**src/rtl/count_history_display.sv**
```systemverilog
// -----------------------------------------------------------------------------
// count_history_display
//
// Display stage that sits downstream of the up/down counter.
//   - Samples Count on every clock edge and detects when its value changes.
//   - Pushes each new value into a 4-entry history. hist[0] is the newest
//     entry, and the oldest entry is dropped.
//   - Time-multiplexes the history onto a 4-digit active-low seven-segment
//     display. The newest value is shown on the rightmost digit (An[0]).
//   - All outputs are registered.
//
// Parameters
//   SCAN_DIV      Clk_Out cycles each digit is held before the scan moves on
//                 (1..255).
//
// Ports
//   Clk_Out       clock, shared with the counter
//   Rst           synchronous, active-high reset
//   Count[3:0]    counter value, synchronous to Clk_Out
//   Hold          freezes the history; the scan keeps running
//   An[3:0]       digit anodes, active-low, one-hot; An[0] is the newest digit
//   Seg[6:0]      segments, active-low, ordered {g,f,e,d,c,b,a}
//   Dp            decimal point, active-low; lit on digit 0 while Hold is high
//
// Build option
//   HIST_BLANK_EN When defined, a per-digit valid flag is kept, and digits
//                 that have never been filled are blanked. The anode still
//                 scans. When undefined, unfilled digits show "0".
// -----------------------------------------------------------------------------
module count_history_display #(
  parameter int SCAN_DIV = 4
) (
  input  logic       Clk_Out,
  input  logic       Rst,
  input  logic [3:0] Count,
  input  logic       Hold,
  output logic [3:0] An,
  output logic [6:0] Seg,
  output logic       Dp
);

  // The scan divider needs at least one bit, even when SCAN_DIV is 1.
  localparam int DIV_W = (SCAN_DIV > 1) ? $clog2(SCAN_DIV) : 1;
  localparam logic [DIV_W-1:0] DIV_LAST = DIV_W'(SCAN_DIV - 1);

  localparam logic [6:0] SEG_OFF = 7'b1111111;
  localparam logic [3:0] AN_OFF  = 4'b1111;

  // Active-low hex glyphs, ordered {g,f,e,d,c,b,a}. 'b' and 'd' are lowercase.
  function automatic logic [6:0] hex7(input logic [3:0] v);
    logic [6:0] s;
    case (v)
      4'h0: s = 7'b1000000;
      4'h1: s = 7'b1111001;
      4'h2: s = 7'b0100100;
      4'h3: s = 7'b0110000;
      4'h4: s = 7'b0011001;
      4'h5: s = 7'b0010010;
      4'h6: s = 7'b0000010;
      4'h7: s = 7'b1111000;
      4'h8: s = 7'b0000000;
      4'h9: s = 7'b0010000;
      4'hA: s = 7'b0001000;
      4'hB: s = 7'b0000011;
      4'hC: s = 7'b1000110;
      4'hD: s = 7'b0100001;
      4'hE: s = 7'b0000110;
      default: s = 7'b0001110;  // 4'hF
    endcase
    return s;
  endfunction

  // ---------------------------------------------------------------------------
  // State
  // ---------------------------------------------------------------------------
  logic [3:0]       prev;
  logic [3:0]       hist [4];
  logic [DIV_W-1:0] div;
  logic [1:0]       idx;

  logic             chg;
  logic             push;
  logic             scan_step;
  logic [6:0]       seg_next;

  // Compare against the value seen on the previous edge. Because prev is
  // updated even while Hold is high, a value that was swallowed during Hold
  // does not turn into a late push when Hold is released.
  assign chg       = (Count != prev);
  assign push      = chg && !Hold;
  assign scan_step = (div == DIV_LAST);

  // ---------------------------------------------------------------------------
  // Change detect and history shift register
  // ---------------------------------------------------------------------------
  // NOTE: every register in this file is written with <= so that the whole
  // shift (hist[3] <= hist[2] ... hist[0] <= Count) uses the pre-edge values.
  // Using blocking '=' here would collapse the shift chain.
  always_ff @(posedge Clk_Out) begin
    if (Rst) begin
      prev <= 4'h0;
      // NOTE: the history is a small register file, not a RAM. It is cleared
      // explicitly because a reset must empty the display. Do not move it into
      // a block RAM, which cannot be reset like this.
      for (int i = 0; i < 4; i++) begin
        hist[i] <= 4'h0;
      end
    end else begin
      prev <= Count;
      if (push) begin
        hist[3] <= hist[2];
        hist[2] <= hist[1];
        hist[1] <= hist[0];
        hist[0] <= Count;
      end
    end
  end

`ifdef HIST_BLANK_EN
  // One fill flag per digit. The flags shift in lockstep with the history.
  logic [3:0] vld;

  always_ff @(posedge Clk_Out) begin
    if (Rst) begin
      vld <= 4'b0000;
    end else if (push) begin
      vld <= {vld[2:0], 1'b1};
    end
  end
`endif

  // ---------------------------------------------------------------------------
  // Scan counter: each digit stays active for SCAN_DIV cycles, then idx moves
  // on. idx is 2 bits wide, so it wraps from 3 back to 0 on its own.
  // ---------------------------------------------------------------------------
  always_ff @(posedge Clk_Out) begin
    if (Rst) begin
      div <= '0;
      idx <= 2'd0;
    end else if (scan_step) begin
      div <= '0;
      idx <= idx + 2'd1;
    end else begin
      div <= div + DIV_W'(1);
    end
  end

  // ---------------------------------------------------------------------------
  // Segment select for the digit currently being scanned
  // ---------------------------------------------------------------------------
  // NOTE: seg_next gets its full value first, before any conditional override.
  // That way no path through this always_comb leaves it unassigned, so no
  // latch is inferred.
  always_comb begin
    seg_next = hex7(hist[idx]);
`ifdef HIST_BLANK_EN
    if (!vld[idx]) begin
      seg_next = SEG_OFF;
    end
`endif
  end

  // ---------------------------------------------------------------------------
  // Output registers. An, Seg and Dp all load from the same idx, so the anode
  // and its segments always change on the same edge. They lag idx and hist
  // by one cycle.
  // ---------------------------------------------------------------------------
  always_ff @(posedge Clk_Out) begin
    if (Rst) begin
      An  <= AN_OFF;
      Seg <= SEG_OFF;
      Dp  <= 1'b1;
    end else begin
      An  <= ~(4'b0001 << idx);
      Seg <= seg_next;
      Dp  <= ~(Hold && (idx == 2'd0));
    end
  end

endmodule

```
**config.mk**
```make
export PLATFORM = sky130hd
export DESIGN_NAME = count_history_display
export DESIGN_NICKNAME = d
export VERILOG_FILES = /design/src/rtl/count_history_display.sv
export SDC_FILE = /design/constraint.sdc
export NUM_CORES = 1
export LEC_CHECK = 0
export BUFFER_PORTS_ARGS = -buffer_cell sky130_fd_sc_hd__buf_2
export CAP_MARGIN = 20
export CORE_MARGIN = 10
export CORE_UTILIZATION = 60
export CTS_CLUSTER_DIAMETER = 120
export DETAILED_ROUTE_END_ITERATION = 12
export PLACE_DENSITY = 0.82
export SLEW_MARGIN = 20
export SYNTH_ARGS = -nofsm -noshare
export SYNTH_HDL_FRONTEND = slang
export SYNTH_SLANG_ARGS = --single-unit
```
**constraint.sdc**
```tcl
create_clock -name Clk_Out -period 2.75 [get_ports Clk_Out]
set_input_delay 0.1375 -clock Clk_Out [delete_from_list [all_inputs] [get_ports Clk_Out]]
set_output_delay 0.1375 -clock Clk_Out [all_outputs]
set_load 0.005 [all_outputs]
```
-- Word level (Yosys, flattened, before mapping)
Memory sizes are Yosys's and may differ from the RTL's. A register that Yosys moved wholly into a read port is not among the register bits.
Index checks and enable logic that the tools add are counted.
- bitwise operators: 6
- multiplexer cells: 11
- eq/ne operators: 2
- reductions and logical operators: 5
- shifts and indexed selects: 1
- add/sub/neg operators: 2
- operators by type and width (kind ; number):
    4-bit two-way mux ; 4
    1-bit two-way mux ; 5
    2-bit by 1-bit adder with 2-bit output (second input constant) ; 2
    2-bit two-way mux ; 2
    4-bit inequality test ; 1
    4-bit NOT ; 1
    1-bit OR ; 4
    1-bit by 2-bit << shifter with 4-bit output (first input constant) ; 1
    2-bit equality test (second input constant) ; 1
    1-bit logical AND ; 2
    2-bit zero test ; 1
    2-bit OR reduction ; 1
    1-bit zero test ; 1
    1-bit NOT ; 1
- bits in registers: 13
- output and inout port bits: 12
- input port bits: 7
- ROM bits: 112
- word-level logic and storage cells: 34
- memory bits (writable): 16
- memories kept: 2
- memories (name ; depth ; width ; rd ports ; clocked after memory_dff ; wr ports ; RTL line ; text):
    (no name shown) ; 16 ; 7 ; 1 ; 1 ; 0 ; 52 ; case (v)
    hist ; 4 ; 4 ; 4 ; 1 ; 4 ; 77 ; logic [3:0] hist [4];

-- Logic depth before layout (Yosys ltp)
Gate-level depths: netlist (run 1).
- depth after elaboration: 6
- mapped depth: 6

-- Worst setup path after synthesis (run 1)
No wires, ideal clock.
- kind: reg2reg
- start point: reg with a tool-made name
- end point: reg Seg[1]
- required time: 2.610 ns
- arrival: 1.703 ns
- stages on the path, launching flop included: 6
- library setup time: 0.140 ns
- path slack: 0.907 ns
- cell sequence: dfxtp_1 > mux4_1 > inv_1 > ha_1 > o211ai_1 > o211ai_1
- RTL lines (item ; RTL line ; text):
    end: declaration ; 38 ; output logic [6:0] Seg,

==> flow_summary.toml, run 1 <==
[detailed_routing]
wl_met1_mm = 1.14
drtPass1Iterations = 4
highest_layer = "met4"
vias_per_cell = 5.65
vias = 1029
drtIter0Drc = 85
wl_mm = 2.76
wl_met2_mm = 1.37
met3_length_um = 222
wl_per_cell_um = 15.1
drc = 0
antenna_left = 0

[sta]
rsz0062_at_grt = "false"
hold_viol_final = 0
tightest_slew_ns = 0.621
fin_skew_ns = 0.0114
slew_violations = 0
clock.fmax_mhz = 495
tns_ns = 0
setup_viol = 0
period_share_pct = 73.4
min_period_ns = 2.02
slew_headroom_pct = 58.6

[global_route]
grt_pass1_vias = 1034
grt_remaining_overflow = 0
grt_pass1_wl_mm = 4.71
grt_max_degree = 26
grt_antenna_before_repair = 0
grtUsageTotal_pct = 11.3

[place]
port_buffers = 18
dpl.hpwl_mm = 1.91
routabilityCongestion = 0.801

[setup_path]
worst_ep_required_time_ns = 2.94
endpoint_kind = "flop"
worstPathArrival_ns = 2.21
path_class = "flop to flop"
crit_path_start_kind = "flop"
cp_max_fo = 5

[floorplan]
die_w_um = 72.0
initial_core_util_pct = 64.3
ios = 19
dieArea_mm2 = 0.00518
coreArea_mm2 = 0.00252
rows = 18
die_height_um = 72.0

[clocking]
clk_path_buf_depth = 2
post_cts_resize_count = 0
clockRootBuffer = "clkbuf_4"
clock_latency_ns = 0.34
htree_levels = 2
path_clk_slew_ns = 0.11
cts_tree = "built"
cts_buffers = 5
cts.sinks = 38

[synthesis]
synth.yosys.warnings = 0
netlist_instances = 130
synthTopCellsByArea = "edfxtp_1 (30%), dfxtp_1 (27%), ha_1 (8.5%), and3_1 (6.2%), mux4_1 (3.2%)"
synth.distinct_cells = 29
seq_area_frac_synth_pct = 56.7
synthArstFlopShare_pct = 0
synth_nets = 148
synth.most_common_cell = "dfxtp_1"
postSynthAreaPerCell_um2 = 12.5
syn_area_mm2 = 0.00162
synth.top_cell.area_share_pct = 29.6
synth_common_cells = "dfxtp_1 (22), and3_1 (16), edfxtp_1 (16)"
synth-seq-cells = 38
synthFlopType = "dfxtp_1"
synth_edf_count = 16
yosysTopAreaCell = "edfxtp_1"

[cells_and_area]
final_util_pct = 71.7
finalNetCount = 169
area_growth_pct = 11.5
n_antenna_cell = 0
drive_gt1_share_pct = 19.7
nFillCells = 176

[hold_path]
hold_start = "Count[2]"
hold_path.class = "input pin to flop"

[power_and_ir_drop]
power.density_mw_per_mm2 = 652
ir_drop_v = 0.000584
leakage_nw = 0.775

[run_status]
status = "finished, final reports clean"

[job]
cap_violations = 0
-- per-layer routing --
| layer | up-vias | global-route usage [%] |
|---|---|---|
| met5 | - | 0 |
| met4 | 0 | 5.81 |
| met3 | 4 | 5.03 |
| met2 | 36 | 18.5 |
| met1 | 479 | 12.0 |
| li1 | 510 | - |
-- critical path, stage by stage (launching register included) --
cell	delay, ns
dfxtp_1	0.45
mux4_1	0.68
inv_1	0.19
ha_1	0.27
o211ai_1	0.18
o211ai_1	0.11
-- registers in the layout, indices dropped and copies added, names as in the netlist, named ones only --
signal,flops
hist,16
An,4
prev,4
Seg,7
Dp,1
idx,2
div,2
-- power breakdown --
group	switching, mW	internal (mW)	total (mW)
Combinational	0.0844	0.0706	0.155
Clock	0.182	0.192	0.374
Sequential	0.0175	0.633	0.651
Total	0.284	0.896	1.18
-- cell type report --
cell class | instances | area, um2 | area share, %
flip-flops and latches | 38 | 921 | 50.9
well taps | 30 | 37.5 | 2.07
clock inverters | 2 | 37.5 | 2.07
inverters | 5 | 18.8 | 1.04
multi-input cells | 81 | 646 | 35.7
clock buffers | 6 | 41.3 | 2.28
repair buffers | 20 | 108 | 5.95
-- worst paths after layout --
kind,end,slack [ns],depth (start not counted)
worst max-delay path,Seg[1],0.73,5
worst min-delay path,prev[2],0.05,2
worst max register to register,Seg[1],0.73,5
worst min register to register,div[0],0.44,1
-- cell usage in the layout (no fill, tap or decap), types with 2 or more instances in the layout --
master / count
a21oi_1: 4
a31oi_1: 2
and3_1: 16
buf_2: 18
clkbuf_4: 5
dfxtp_1: 22
edfxtp_1: 16
ha_1: 11
inv_1: 5
mux2i_1: 3
mux4_1: 2
mux4_2: 2
nand2_1: 6
nand3_1: 2
nor2_1: 7
nor2b_1: 5
nor3b_1: 2
o211ai_1: 2
o21ai_1: 3
xnor2_1: 5
-- stage by stage --
| step | instances | hold WS, ns | setup slack (ns) | area (um2) | power (mW) |
|---|---|---|---|---|---|
| 5_1_grt | 182 | 0.0532 | 0.568 | 1810 | 1.24 |
| 4_1_cts | 182 | 0.0392 | 0.708 | 1810 | 1.18 |
| 3_5_place_dp | 173 | 0.357 | 0.742 | 1720 | 0.817 |
| 2_1_floorplan | 130 | 0.209 | 0.907 | 1620 | 0.772 |
| 3_3_place_gp | 173 | 0.347 | 0.830 | 1720 | 0.809 |
| 6_report | 182 | 0.0474 | 0.731 | 1810 | 1.18 |
-- what timing repair did --
action,4_1_cts,5_1_grt
buffers inserted,0,0
hold endpoints to repair,1,0
endpoints found under the setup margin,0,0
hold buffers,1,0
-- logic make-up after synthesis --
logic type               Yosys count  synth area share (%)
buffers and inverters             11                  3.47
adder cells (fa/ha/maj)           11                  8.48
AO/OA/AOI/OAI                     16                  6.17
flip-flops                        38                  56.7
multiplexers                       7                  7.86
AND/OR/NAND/NOR                   42                  14.6
XOR/XNOR                           5                  2.70
No activity file was read; power rests on OpenSTA's default activity.
==> run 2: changes to the inputs <==
--- a/config.mk
+++ b/config.mk
@@ -8,10 +8,10 @@
 export BUFFER_PORTS_ARGS = -buffer_cell sky130_fd_sc_hd__buf_2
 export CAP_MARGIN = 20
 export CORE_MARGIN = 10
-export CORE_UTILIZATION = 60
+export CORE_UTILIZATION = 51
 export CTS_CLUSTER_DIAMETER = 120
 export DETAILED_ROUTE_END_ITERATION = 12
-export PLACE_DENSITY = 0.82
+export PLACE_DENSITY = 0.74
 export SLEW_MARGIN = 20
 export SYNTH_ARGS = -nofsm -noshare
 export SYNTH_HDL_FRONTEND = slang
==> constraint.sdc (replaced) <==
create_clock -name Clk_Out -period 1.65 [get_ports Clk_Out]
set_input_delay 0.0825 -clock Clk_Out [delete_from_list [all_inputs] [get_ports Clk_Out]]
set_output_delay 0.0825 -clock Clk_Out [all_outputs]
set_load 0.005 [all_outputs]
==> flow_summary.toml, run 2 (synthesized netlist as in run 1, its figures left out) <==
[power_and_ir_drop]
power.density_mw_per_mm2 = 946
leakage_nw = 0.872
ir_drop_v = 0.000637
power_mw = 1.95

[floorplan]
rows = 20
ios = 19
die_height_um = 76.4
initial_core_util_pct = 53.2
die_w_um = 76.4
coreArea_mm2 = 0.00305
dieArea_mm2 = 0.00584

[sta]
slew_violations = 0
rsz0062_at_grt = "true"
tightest_slew_ns = 0.661
clock.fmax_mhz = 581
tns_ns = -0.236
holdWs_ns = 0.0114
hold_viol_final = 0
fin_ws_ns = -0.0715
period_share_pct = 104
slew_headroom_pct = 55.9
fin_skew_ns = 0.00749
min_period_ns = 1.72
setup_viol = 4

[setup_path]
crit_path_start_kind = "flop"
startpoint = "hist[0][1]"
reg2reg_slack_ns = -0.07
cp_max_fo = 4
r2r_end = "Seg[3]"
worst-r2r-cell-count = 5
endpoint_kind = "flop"
regToRegStartpoint = "hist[0][1]"
path_class = "flop to flop"
worst_ep_required_time_ns = 1.89
worstPathArrival_ns = 1.96

[cells_and_area]
nFillCells = 219
mostFrequentLayoutCells = "dfxtp_1 (21), buf_2 (18), and3_1 (16), edfxtp_1 (16), buf_4 (10)"
final_util_pct = 67.5
largest_registers = "hist: 16 flops, Seg: 7 flops"
largest_register = "hist"
layout_commonest_cell = "dfxtp_1"
finalNetCount = 188
n_antenna_cell = 0
largest_reg_flops = 16
area_growth_pct = 26.9
drive_gt1_share_pct = 36.8
final_area_mm2 = 0.00206

[place]
dpl.hpwl_mm = 2.11
routabilityCongestion = 0.937
port_buffers = 18
post_dp_cell_area_mm2 = 0.00178

[clocking]
cts.sinks = 38
htree_levels = 2
clockRootBuffer = "clkbuf_4"
cts_buffers = 5
clock_latency_ns = 0.34
clk_path_buf_depth = 2
cts_tree = "built"
path_clk_slew_ns = 0.11

[detailed_routing]
wl_mm = 3.28
drtIter0Drc = 56
vias_per_cell = 5.18
antenna_left = 0
vias = 1113
wl_per_cell_um = 15.2
drc = 0
drtPass1Iterations = 5

[hold_path]
min_to = "prev[0]"
whs_path_depth = 2
hold_start = "Count[0]"
hold_path.class = "input pin to flop"

[run_status]
status = "finished with violations"
failed_checks = "setup timing"

[global_route]
grt_antenna_before_repair = 0
grt_max_degree = 26
grtUsageTotal_pct = 11.4
grt_pass1_vias = 1178
grt_pass1_wl_mm = 5.51
grt_remaining_overflow = 0

[job]
cap_violations = 0
==> run 2: how the worst max path moves through the flow <==
| stage | to | slack (ns) |
|---|---|---|
| 6_report | Seg[3] | -0.07 |
| 5_1_grt | Seg[1] | -0.19 |
| 4_1_cts | Seg[1] | -0.08 |
| 3_5_place_dp | Seg[1] | -0.08 |
| 3_3_place_gp | Seg[3] | -0.03 |
| 2_1_floorplan | hist[0][0] | 0.003 |
==> run 2: worst max-delay path, cell delays in order (launching register included) <==
cell and delay [ns]:
edfxtp_1 0.43, mux4_2 0.55, ha_2 0.27, mux2i_1 0.14
nand3_1 0.09, o31a_1 0.15
==> run 2: layout make-up <==
cell class | instances | area [um2] | share of cell area, %
sequential | 38 | 925 | 44.9
multi-input combinational | 81 | 711 | 34.5
timing repair buffer | 39 | 293 | 14.2
tap | 44 | 55.1 | 2.67
clock buffer | 6 | 41.3 | 2.00
inverter | 5 | 21.3 | 1.03
clock inverter | 2 | 13.8 | 0.668
==> run 2: per-layer routing <==
layer / GRT usage (%) / up-vias / wire, um
met1: 12.2 / 537 / 1430
met2: 19.6 / 28 / 1630
met4: 4.09 / 0 / 49
li1: - / 542 / -
met3: 4.72 / 6 / 177
met5: 0 / - / 0
==> run 2: repair_timing <==
item,CTS,global route
setup buffers,5,5
resized for setup,11,14
hold buffers,4,0
pin swaps,4,5
setup endpoints to repair,5,7
hold endpoints to repair,4,0
==> run 2: through the flow <==
stage / instances / setup WS, ns
floorplan: 130 / 0.00283
global placement: 193 / -0.0333
detailed placement: 193 / -0.0842
CTS: 210 / -0.0793
global route: 215 / -0.192
finish: 215 / -0.0715
==> run 2: where the power goes <==
part	internal (mW)	leakage [nW]	total (mW)	switching (mW)
Clock	0.167	0.0322	0.469	0.302
Sequential	1.06	0.360	1.09	0.0316
Combinational	0.207	0.480	0.392	0.186
Total	1.43	0.872	1.95	0.519
